### src/rtl/alu_pipe.sv
// ---------------------------------------------------------------------------
// alu_pipe -- single-issue ALU with a valid/ready handshake on both sides and
// a registered result slot.
//
// Non-multiply operations are evaluated combinationally from the offered
// operands. Their result and flags are captured at the acceptance edge, so the
// result appears one cycle later. The multiply is an iterative shift-add unit
// that retires one multiplier bit per cycle.
//
// Configuration macro: ALU_PIPE_MUL_EN
//   defined   -> opcode 10 (MUL) and the MUL_BUSY state are built.
//   undefined -> no multiplier logic; opcode 10 is treated as an undefined op.
//
// Ports
//   clk        rising-edge clock
//   rst        synchronous active-high reset
//   in_valid   operation offered
//   in_ready   operation accepted at the edge where in_valid && in_ready
//   exe_cmd    opcode: 1 MOV, 9 MVN, 2 ADD, 3 ADC, 4 SUB, 5 SBC, 6 AND,
//              7 ORR, 8 EOR, 10 MUL
//   s_bit      write this op's flags into the status register
//   val1/val2  operands (WIDTH bits)
//   out_valid  alu_res holds a result
//   out_ready  result consumed at the edge where out_valid && out_ready
//   alu_res    registered result
//   status     flags register {N,Z,C,V}
// ---------------------------------------------------------------------------
module alu_pipe #(
  parameter int WIDTH = 32
) (
  input  logic             clk,
  input  logic             rst,
  input  logic             in_valid,
  output logic             in_ready,
  input  logic [3:0]       exe_cmd,
  input  logic             s_bit,
  input  logic [WIDTH-1:0] val1,
  input  logic [WIDTH-1:0] val2,
  output logic             out_valid,
  input  logic             out_ready,
  output logic [WIDTH-1:0] alu_res,
  output logic [3:0]       status
);

  localparam logic [3:0] OP_MOV = 4'd1;
  localparam logic [3:0] OP_ADD = 4'd2;
  localparam logic [3:0] OP_ADC = 4'd3;
  localparam logic [3:0] OP_SUB = 4'd4;
  localparam logic [3:0] OP_SBC = 4'd5;
  localparam logic [3:0] OP_AND = 4'd6;
  localparam logic [3:0] OP_ORR = 4'd7;
  localparam logic [3:0] OP_EOR = 4'd8;
  localparam logic [3:0] OP_MVN = 4'd9;

  // Result slot and flags register
  logic             out_valid_q, out_valid_d;
  logic [WIDTH-1:0] alu_res_q, alu_res_d;
  logic [3:0]       status_q, status_d;

  // Combinational ALU outputs
  logic [WIDTH-1:0] alu_val;
  logic             op_defined;
  logic             op_arith;
  logic             sub_op;
  logic             carry_in;
  logic [WIDTH-1:0] b_op;
  logic [WIDTH:0]   sum;
  logic             flag_c;
  logic             flag_v;

  logic accept;
  logic slot_free;
  logic idle;

`ifdef ALU_PIPE_MUL_EN
  localparam logic [3:0] OP_MUL = 4'd10;
  localparam int         CW     = $clog2(WIDTH + 1);
  localparam logic [CW-1:0] CNT_DONE = CW'(WIDTH);

  typedef enum logic {
    ST_IDLE     = 1'b0,
    ST_MUL_BUSY = 1'b1
  } state_t;

  state_t           state_q, state_d;
  logic [WIDTH-1:0] mcand_q, mcand_d;
  logic [WIDTH-1:0] mplier_q, mplier_d;
  logic [WIDTH-1:0] acc_q, acc_d;
  logic [CW-1:0]    cnt_q, cnt_d;
  logic             mul_s_q, mul_s_d;

  assign idle = (state_q == ST_IDLE);
`else
  assign idle = 1'b1;
`endif

  assign in_ready  = idle && (!out_valid_q || out_ready) && !rst;
  assign accept    = in_valid && in_ready;
  assign slot_free = !out_valid_q || out_ready;

  // ALU datapath. Subtraction runs through the same adder as val1 + ~val2 +
  // carry_in, which makes the adder carry-out equal to "no borrow" directly.
  always_comb begin
    op_defined = 1'b1;
    op_arith   = 1'b0;
    sub_op     = 1'b0;
    carry_in   = 1'b0;
    case (exe_cmd)
      OP_ADD: op_arith = 1'b1;
      OP_ADC: begin
        op_arith = 1'b1;
        carry_in = status_q[1];
      end
      OP_SUB: begin
        op_arith = 1'b1;
        sub_op   = 1'b1;
        carry_in = 1'b1;
      end
      OP_SBC: begin
        op_arith = 1'b1;
        sub_op   = 1'b1;
        carry_in = status_q[1];
      end
      default: ;
    endcase

    b_op   = sub_op ? ~val2 : val2;
    sum    = {1'b0, val1} + {1'b0, b_op} + {{WIDTH{1'b0}}, carry_in};
    flag_c = sum[WIDTH];
    // Overflow: both adder inputs share a sign that the sum does not.
    flag_v = (val1[WIDTH-1] == b_op[WIDTH-1]) && (sum[WIDTH-1] != val1[WIDTH-1]);

    case (exe_cmd)
      OP_MOV: alu_val = val2;
      OP_MVN: alu_val = ~val2;
      OP_ADD, OP_ADC, OP_SUB, OP_SBC: alu_val = sum[WIDTH-1:0];
      OP_AND: alu_val = val1 & val2;
      OP_ORR: alu_val = val1 | val2;
      OP_EOR: alu_val = val1 ^ val2;
      default: begin
        alu_val    = '0;
        op_defined = 1'b0;
      end
    endcase
  end

  // Next-state logic for the result slot, flags and multiplier FSM
  always_comb begin
    out_valid_d = out_valid_q;
    alu_res_d   = alu_res_q;
    status_d    = status_q;
`ifdef ALU_PIPE_MUL_EN
    state_d  = state_q;
    mcand_d  = mcand_q;
    mplier_d = mplier_q;
    acc_d    = acc_q;
    cnt_d    = cnt_q;
    mul_s_d  = mul_s_q;
`endif

    // Consumption clears the slot; a load later in this block overrides it.
    if (out_valid_q && out_ready) begin
      out_valid_d = 1'b0;
    end

    if (accept) begin
`ifdef ALU_PIPE_MUL_EN
      if (exe_cmd == OP_MUL) begin
        state_d  = ST_MUL_BUSY;
        mcand_d  = val1;
        mplier_d = val2;
        acc_d    = '0;
        cnt_d    = '0;
        mul_s_d  = s_bit;
      end else
`endif
      begin
        alu_res_d   = alu_val;
        out_valid_d = 1'b1;
        if (s_bit && op_defined) begin
          status_d = {alu_val[WIDTH-1], (alu_val == '0),
                      op_arith ? flag_c : status_q[1],
                      op_arith ? flag_v : status_q[0]};
        end
      end
    end

`ifdef ALU_PIPE_MUL_EN
    if (state_q == ST_MUL_BUSY) begin
      if (cnt_q != CNT_DONE) begin
        if (mplier_q[0]) begin
          acc_d = acc_q + mcand_q;
        end
        mcand_d  = mcand_q << 1;
        mplier_d = mplier_q >> 1;
        cnt_d    = cnt_q + CW'(1);
      end else if (slot_free) begin
        // Product complete; it stays frozen in acc_q until the slot frees.
        alu_res_d   = acc_q;
        out_valid_d = 1'b1;
        state_d     = ST_IDLE;
        if (mul_s_q) begin
          status_d = {acc_q[WIDTH-1], (acc_q == '0), status_q[1:0]};
        end
      end
    end
`endif
  end

  always_ff @(posedge clk) begin
    if (rst) begin
      out_valid_q <= 1'b0;
      alu_res_q   <= '0;
      status_q    <= 4'b0000;
`ifdef ALU_PIPE_MUL_EN
      state_q     <= ST_IDLE;
      mcand_q     <= '0;
      mplier_q    <= '0;
      acc_q       <= '0;
      cnt_q       <= '0;
      mul_s_q     <= 1'b0;
`endif
    end else begin
      out_valid_q <= out_valid_d;
      alu_res_q   <= alu_res_d;
      status_q    <= status_d;
`ifdef ALU_PIPE_MUL_EN
      state_q     <= state_d;
      mcand_q     <= mcand_d;
      mplier_q    <= mplier_d;
      acc_q       <= acc_d;
      cnt_q       <= cnt_d;
      mul_s_q     <= mul_s_d;
`endif
    end
  end

  assign out_valid = out_valid_q;
  assign alu_res   = alu_res_q;
  assign status    = status_q;

endmodule

### config.mk
export PLATFORM = sky130hd
export DESIGN_NAME = alu_pipe
export DESIGN_NICKNAME = d
export VERILOG_FILES = /design/src/rtl/alu_pipe.sv
export SDC_FILE = /design/constraint.sdc
export NUM_CORES = 1
export LEC_CHECK = 0
export ABC_AREA = 1
export BUFFER_PORTS_ARGS = -buffer_cell sky130_fd_sc_hd__buf_2
export CORE_MARGIN = 2
export CORE_UTILIZATION = 39
export DETAILED_ROUTE_END_ITERATION = 7
export GPL_ROUTABILITY_DRIVEN = 0
export SETUP_SLACK_MARGIN = 0.5
export SYNTH_ARGS = -nofsm -noshare
export SYNTH_HDL_FRONTEND = slang
export SYNTH_SLANG_ARGS = --single-unit
### constraint.sdc
create_clock -name clk -period 3.9 [get_ports clk]
set_input_delay 0.195 -clock clk [delete_from_list [all_inputs] [get_ports clk]]
set_output_delay 0.195 -clock clk [all_outputs]
set_load 0.005 [all_outputs]
==> impl_metrics.tcl, run 1 <==
set metrics [dict create \
    outcome "complete, no violations" \
    drt_pass1_iterations 5 \
    cp.required_ns 4.12 \
    synth_mux_area_frac 0 \
    async_flop_share 0 \
    p_sw_uw 770 \
    fin_skew_ns 0.00420 \
    synthFlopType "dfxtp_1" \
    cts_root_buf "clkbuf_16" \
    vias_per_cell 4.95 \
    endpoint_kind "register" \
    clkLatencyLatePin_ns 0.28 \
    die_width_um 134 \
    ir_drop_mv 0.136 \
    p_int_uw 988 \
    postSynthNetCount 1335 \
    wirelength_mm 21.5 \
    post-route-period-util 0.802 \
    dp_hpwl_mm 17.7 \
    final-max-slew-violation-count 0 \
    hold_violations 0 \
    n_antenna_cell 0 \
    drt_iter0_markers 412 \
    grt_overflow 0 \
    hold_path_depth 2 \
    grt_usage 0.238 \
    drive_gt1_frac 0.119 \
    portBuffers 110 \
    critical_path_arrival_ns 3.35 \
    rrSetupSlack_ns 1.00 \
    sw_frac_of_total 0.438 \
    synth_area_um2 6620 \
    clk_pin_slew_ns 0.05 \
    tightest_slew_ns 0.650 \
    rsz0062_at_grt "no" \
    h-tree-depth 2 \
    critPathKind "in2reg" \
    fmax_ghz 0.320 \
    detail-route-antenna-nets 0 \
    cap_viol_max_count 0 \
    r2r_end "status[2]$_SDFFE_PP0P_" \
    drc 0 \
    critPathLaunch "exe_cmd[2]" \
    die_y_um 134 \
    rows 47 \
    synth_edf_count 0 \
    finalCriticalPeriod_ns 3.13 \
    cts_tree "built" \
    synth-compound-area-share 0.134 \
    grt_pass1_vias 6681 \
    cp_max_fo 15 \
    core_um2 16600 \
    p_per_area_nw_per_um2 233 \
    grt_pass1_wl_mm 34.3 \
    reg2reg_from "status[1]$_SDFFE_PP0P_" \
    leakage_uw 0.00456 \
    drt-wirelength-per-cell_um 14.5 \
    synth_adder_area_share 0.186 \
    die_area_um2 18000 \
    route.vias.total 7342 \
    syn-instance-count 1165 \
    ys_seq_elements 37 \
    area_delta_synth_final_pct 13.8 \
    slew_headroom 0.566 \
    crit_end "status[2]$_SDFFE_PP0P_" \
    clock-sinks 37 \
    setup_viol 0 \
    fin_tns_setup_ns 0 \
    cts_buffers 5 \
    seq_area_frac_synth 0.112 \
    cts_hold_buf 0 \
    ios 111 \
    clk_path_buf_depth 2 \
    combPwrFrac 0.526 \
    hp-class "in2reg" \
    p_clk_frac 0.229 \
    pwr-share-seq 0.246 \
    crit_path_start_kind "input port" \
    synthSimpleGateAreaFrac 0.371 \
    yosys.area_share.xor_xnor 0.0437 \
    grt_max_degree 51 \
    synth_top_family_by_area "simple AND/OR/NAND/NOR gates" \
    syn_area_per_cell_um2 5.68 \
    r2r_cells 21 \
    yosysWarnings 0 \
    nets 1434 \
    antenna_found_initial 0 \
    power_uw 1760 \
    ys_types 40 \
    start_util 0.399 \
]
worst max-delay path, stage by stage:
cell and delay, ns:
buf_2 0.15, inv_1 0.11, nor2_4 0.20, nand2_8 0.08
buf_12 0.16, xor2_1 0.14, ha_1 0.41, nand2_1 0.15
nor2_1 0.29, nand3_1 0.19, nand3_1 0.21, nand2_1 0.11
nand3_1 0.08, nand2_1 0.05, nand3_1 0.09, nand2_1 0.13
nor2_1 0.21, nand3_1 0.10, nor2_1 0.09, nand2_1 0.07
a21oi_2 0.10
metal layers:
layer / global-route usage / wire length [um]
met5: 0 / 0
met2: 0.418 / 10100
met4: 0.0433 / 325
met3: 0.0276 / 1040
met1: 0.315 / 10000
cells in the mapped netlist, types with 8 or more instances:
master	n	area, um^2
xor2_1	33	289
nor2_1	87	327
a211oi_1	16	120
nand3b_1	11	82.6
a21oi_1	34	170
inv_1	222	833
nand3_1	80	400
ha_1	95	1190
o22ai_1	8	50.1
o21ai_0	67	335
nand2_1	382	1430
dfxtp_1	37	741
clkbuf_1	8	30.0
repair_timing:
item,in CTS,in global routing
endpoints found under the setup margin,0,1
buffers inserted,0,4
resized for setup,0,3
through the flow:
step	setup WS, ns	utilization	cells	hold slack (ns)	instance area (um^2)
finish	0.770	0.454	1484	0.169	7530
global placement	0.529	0.442	1473	0.456	7330
global route	0.500	0.454	1484	0.174	7530
CTS	0.774	0.451	1480	0.164	7470
detailed placement	0.486	0.442	1473	0.464	7330
floorplan	0.831	-	1165	0.257	6620
how the worst min path moves through the flow:
stage / from / to / slack, ns
floorplan: rst / status[2]$_SDFFE_PP0P_ / 0.26
global placement: rst / status[2]$_SDFFE_PP0P_ / 0.46
detailed placement: alu_res[0]$_SDFFE_PP0P_ / alu_res[0]$_SDFFE_PP0P_ / 0.46
CTS: rst / status[2]$_SDFFE_PP0P_ / 0.16
global route: rst / status[2]$_SDFFE_PP0P_ / 0.17
finish: rst / status[2]$_SDFFE_PP0P_ / 0.17
flip-flops by register name, summed over array words and instances (netlist names):
register	cells
alu_res	32
out_valid	1
status	4
power groups by stage:
stage / Clock (uW) / Sequential [uW] / Combinational, uW
final: 402 / 432 / 924
after global routing: 429 / 436 / 1050
after CTS: 411 / 432 / 915
after detailed placement: 0 / 440 / 910
after global placement: 0 / 440 / 905
after floorplan: 0 / 440 / 616
cell families (layout without fill, tap and decap cells):
logic type                 count (synthesis)  in the layout
and+or+nand+nor                          590            590
buffers and inverters                    254            353
AOI/OAI and AO/OA                        154            154
adders and majority gates                 97             97
DFF                                       37             37
xor gates and xnor gates                  33             33
cells in the final DEF, fill, tap and decap left out, types with 2 or more instances in the layout:
cell | synthesis | routed
o21ai_1 | 7 | 7
dfxtp_1 | 37 | 37
a31oi_1 | 7 | 7
nor2_2 | 3 | 2
nor2_1 | 87 | 87
buf_4 | 4 | 7
inv_2 | 5 | 5
nor3_1 | 4 | 4
nand2_2 | 3 | 3
clkbuf_16 | 0 | 5
nand2_1 | 382 | 382
inv_1 | 222 | 222
o221ai_1 | 4 | 4
nand3b_1 | 11 | 11
ha_1 | 95 | 95
o21a_1 | 2 | 2
nor3_2 | 3 | 3
nand3_1 | 80 | 80
and2_1 | 2 | 2
nor2_4 | 2 | 3
a211oi_1 | 16 | 16
o21ai_0 | 67 | 67
buf_2 | 6 | 110
nand4_1 | 7 | 7
or2_2 | 3 | 3
buf_12 | 0 | 2
o211ai_1 | 3 | 3
o22ai_1 | 8 | 8
xor2_1 | 33 | 33
a21oi_1 | 34 | 34
final cells by class:
type                       count  area (um^2)
timing repair buffer         119          643
fill                        1844         9050
sequential                    37          741
clock buffer                   7          143
tap                          220          275
inverter                     227          852
multi-input combinational    874         4880
Note: power is estimated with default switching activity, not from simulation.
==> inputs of run 2 (changes only) <==
clock period = 3 ns   (was 3.9 ns; I/O delays follow)
==> impl_metrics.tcl, run 2 (synthesis results as in run 1) <==
set metrics [dict create \
    outcome "complete, no violations" \
    critPathKind "reg2reg" \
    pwr-share-seq 0.211 \
    vias_per_cell 4.91 \
    wirelength_mm 22.2 \
    n_antenna_cell 0 \
    fillers 1777 \
    p_per_area_nw_per_um2 313 \
    slew_headroom 0.568 \
    layout_common_cells "nand2_1 (350), inv_1 (219), buf_2 (109)" \
    clk_path_buf_depth 2 \
    rows 47 \
    cap_viol_max_count 0 \
    grt_pass1_vias 7386 \
    die_y_um 134 \
    multi_input_area_um2 5230 \
    cts_root_buf "clkbuf_16" \
    drt_iter0_markers 490 \
    p_clk_frac 0.230 \
    final_common_cell "nand2_1" \
    grt_max_degree 50 \
    grt_overflow 0 \
    leakage_uw 0.00501 \
    ios 111 \
    antenna_found_initial 0 \
    ir_drop_mv 0.244 \
    register_area_um2 744 \
    cp_max_fo 4 \
    area_delta_synth_final_pct 28.3 \
    route.vias.total 7650 \
    grt_pass1_wl_mm 35.5 \
    h-tree-depth 2 \
    setup_viol 0 \
    hold_path_depth 2 \
    detail-route-antenna-nets 0 \
    hold_violations 0 \
    start_util 0.399 \
    largest_reg_flops 32 \
    grt_usage 0.244 \
    dp_hpwl_mm 18.5 \
    drt_pass1_iterations 7 \
    drive_gt1_frac 0.234 \
    cts_tree "built" \
    core_um2 16600 \
    setup_ws_ns 0.377 \
    sw_frac_of_total 0.416 \
    endpoint_kind "register" \
    drc 0 \
    clk_pin_slew_ns 0.06 \
    p_int_uw 1550 \
    cts_buffers 5 \
    power_uw 2660 \
    hp-class "in2reg" \
    critical_path_arrival_ns 2.84 \
    p_sw_uw 1110 \
    drt-wirelength-per-cell_um 14.2 \
    r2r_cells 15 \
    clkLatencyLatePin_ns 0.28 \
    die_width_um 134 \
    post-place-ws_ns -0.0534 \
    finalCriticalPeriod_ns 2.62 \
    tightest_slew_ns 0.647 \
    portBuffers 110 \
    combPwrFrac 0.559 \
    rsz0062_at_grt "yes" \
    post-route-period-util 0.874 \
    die_area_um2 18000 \
    cp.required_ns 3.22 \
    clock-sinks 37 \
    crit_path_start_kind "register" \
    final-max-slew-violation-count 0 \
    nets 1506 \
    fmax_ghz 0.381 \
    fin_skew_ns 0.00431 \
]
-- run 2: cell types whose count changed in the layout (fill, tap and decap cells not counted), moves of 4 or more --
cell	delta
a21oi_1	-10
a21oi_2	+8
buf_4	+69
buf_6	+4
ha_1	-4
nand2_1	-32
nand2_2	+30
nand3_1	-14
nand3_2	+12
nor2_1	-16
nor2_2	+14
o21ai_0	-11
o21ai_1	+7
o21ai_2	+4
-- run 2: what timing repair did --
item | CTS | global route
hold buffers | 0 | 0
endpoints found under the setup margin | 15 | 20
setup buffers | 5 | 3
pin swaps | 25 | 22
resized for setup | 51 | 53
-- run 2: path summary, 6_finish.rpt --
path / from / to / slack (ns)
hold reg to reg: alu_res[3]$_SDFFE_PP0P_ / alu_res[3]$_SDFFE_PP0P_ / 0.47
setup / recovery: status[1]$_SDFFE_PP0P_ / status[2]$_SDFFE_PP0P_ / 0.38
hold / removal: rst / status[2]$_SDFFE_PP0P_ / 0.12
setup reg to reg: status[1]$_SDFFE_PP0P_ / status[2]$_SDFFE_PP0P_ / 0.38
-- run 2: area by class of cell --
type / count / area share
Inverter: 227 / 0.102
Tap cell: 220 / 0.0324
Multi-Input combinational cell: 874 / 0.616
Clock buffer: 7 / 0.0168
Timing Repair Buffer: 191 / 0.142
Clock inverter: 1 / 0.00354
Sequential cell: 37 / 0.0877
-- run 2: layer usage --
layer	track usage	vias to the layer above	wire length, um
li1	-	3986	-
met1	0.297	3396	9720
met2	0.438	231	10500
met3	0.0397	37	1240
met4	0.0760	0	707
met5	0	-	0
-- run 2: power groups by stage --
| stage | clock network [uW] | registers [uW] | logic [uW] |
|---|---|---|---|
| after floorplan | 0 | 572 | 811 |
| after global placement | 0 | 571 | 1340 |
| after detailed placement | 0 | 572 | 1350 |
| after CTS | 620 | 561 | 1420 |
| after global routing | 653 | 566 | 1670 |
| final | 611 | 561 | 1490 |
-- run 2: critical path, stage by stage (launching register included) --
cell	delay (ns)
dfxtp_4	0.35
a32o_2	0.28
fa_2	0.40
buf_4	0.17
nand2_2	0.08
a21oi_4	0.08
or2_2	0.28
nand3_1	0.07
nand3b_1	0.15
nor2_1	0.13
nand3_1	0.09
nor2_1	0.12
nand3_1	0.09
nor2_1	0.10
nand2_1	0.08
a21oi_2	0.10
-- run 2: through the flow --
| stage | cell area [um^2] | std cells | TNS (ns) | hold WS (ns) | util |
|---|---|---|---|---|---|
| 2_1_floorplan | 6670 | 1165 | 0 | 0.212 | - |
| 3_3_place_gp | 7890 | 1541 | -0.0601 | 0.409 | 0.476 |
| 3_5_place_dp | 7890 | 1541 | -0.164 | 0.404 | 0.476 |
| 4_1_cts | 8280 | 1554 | 0 | 0.115 | 0.499 |
| 5_1_grt | 8490 | 1557 | 0 | 0.112 | 0.512 |
| 6_report | 8490 | 1557 | 0 | 0.118 | 0.512 |
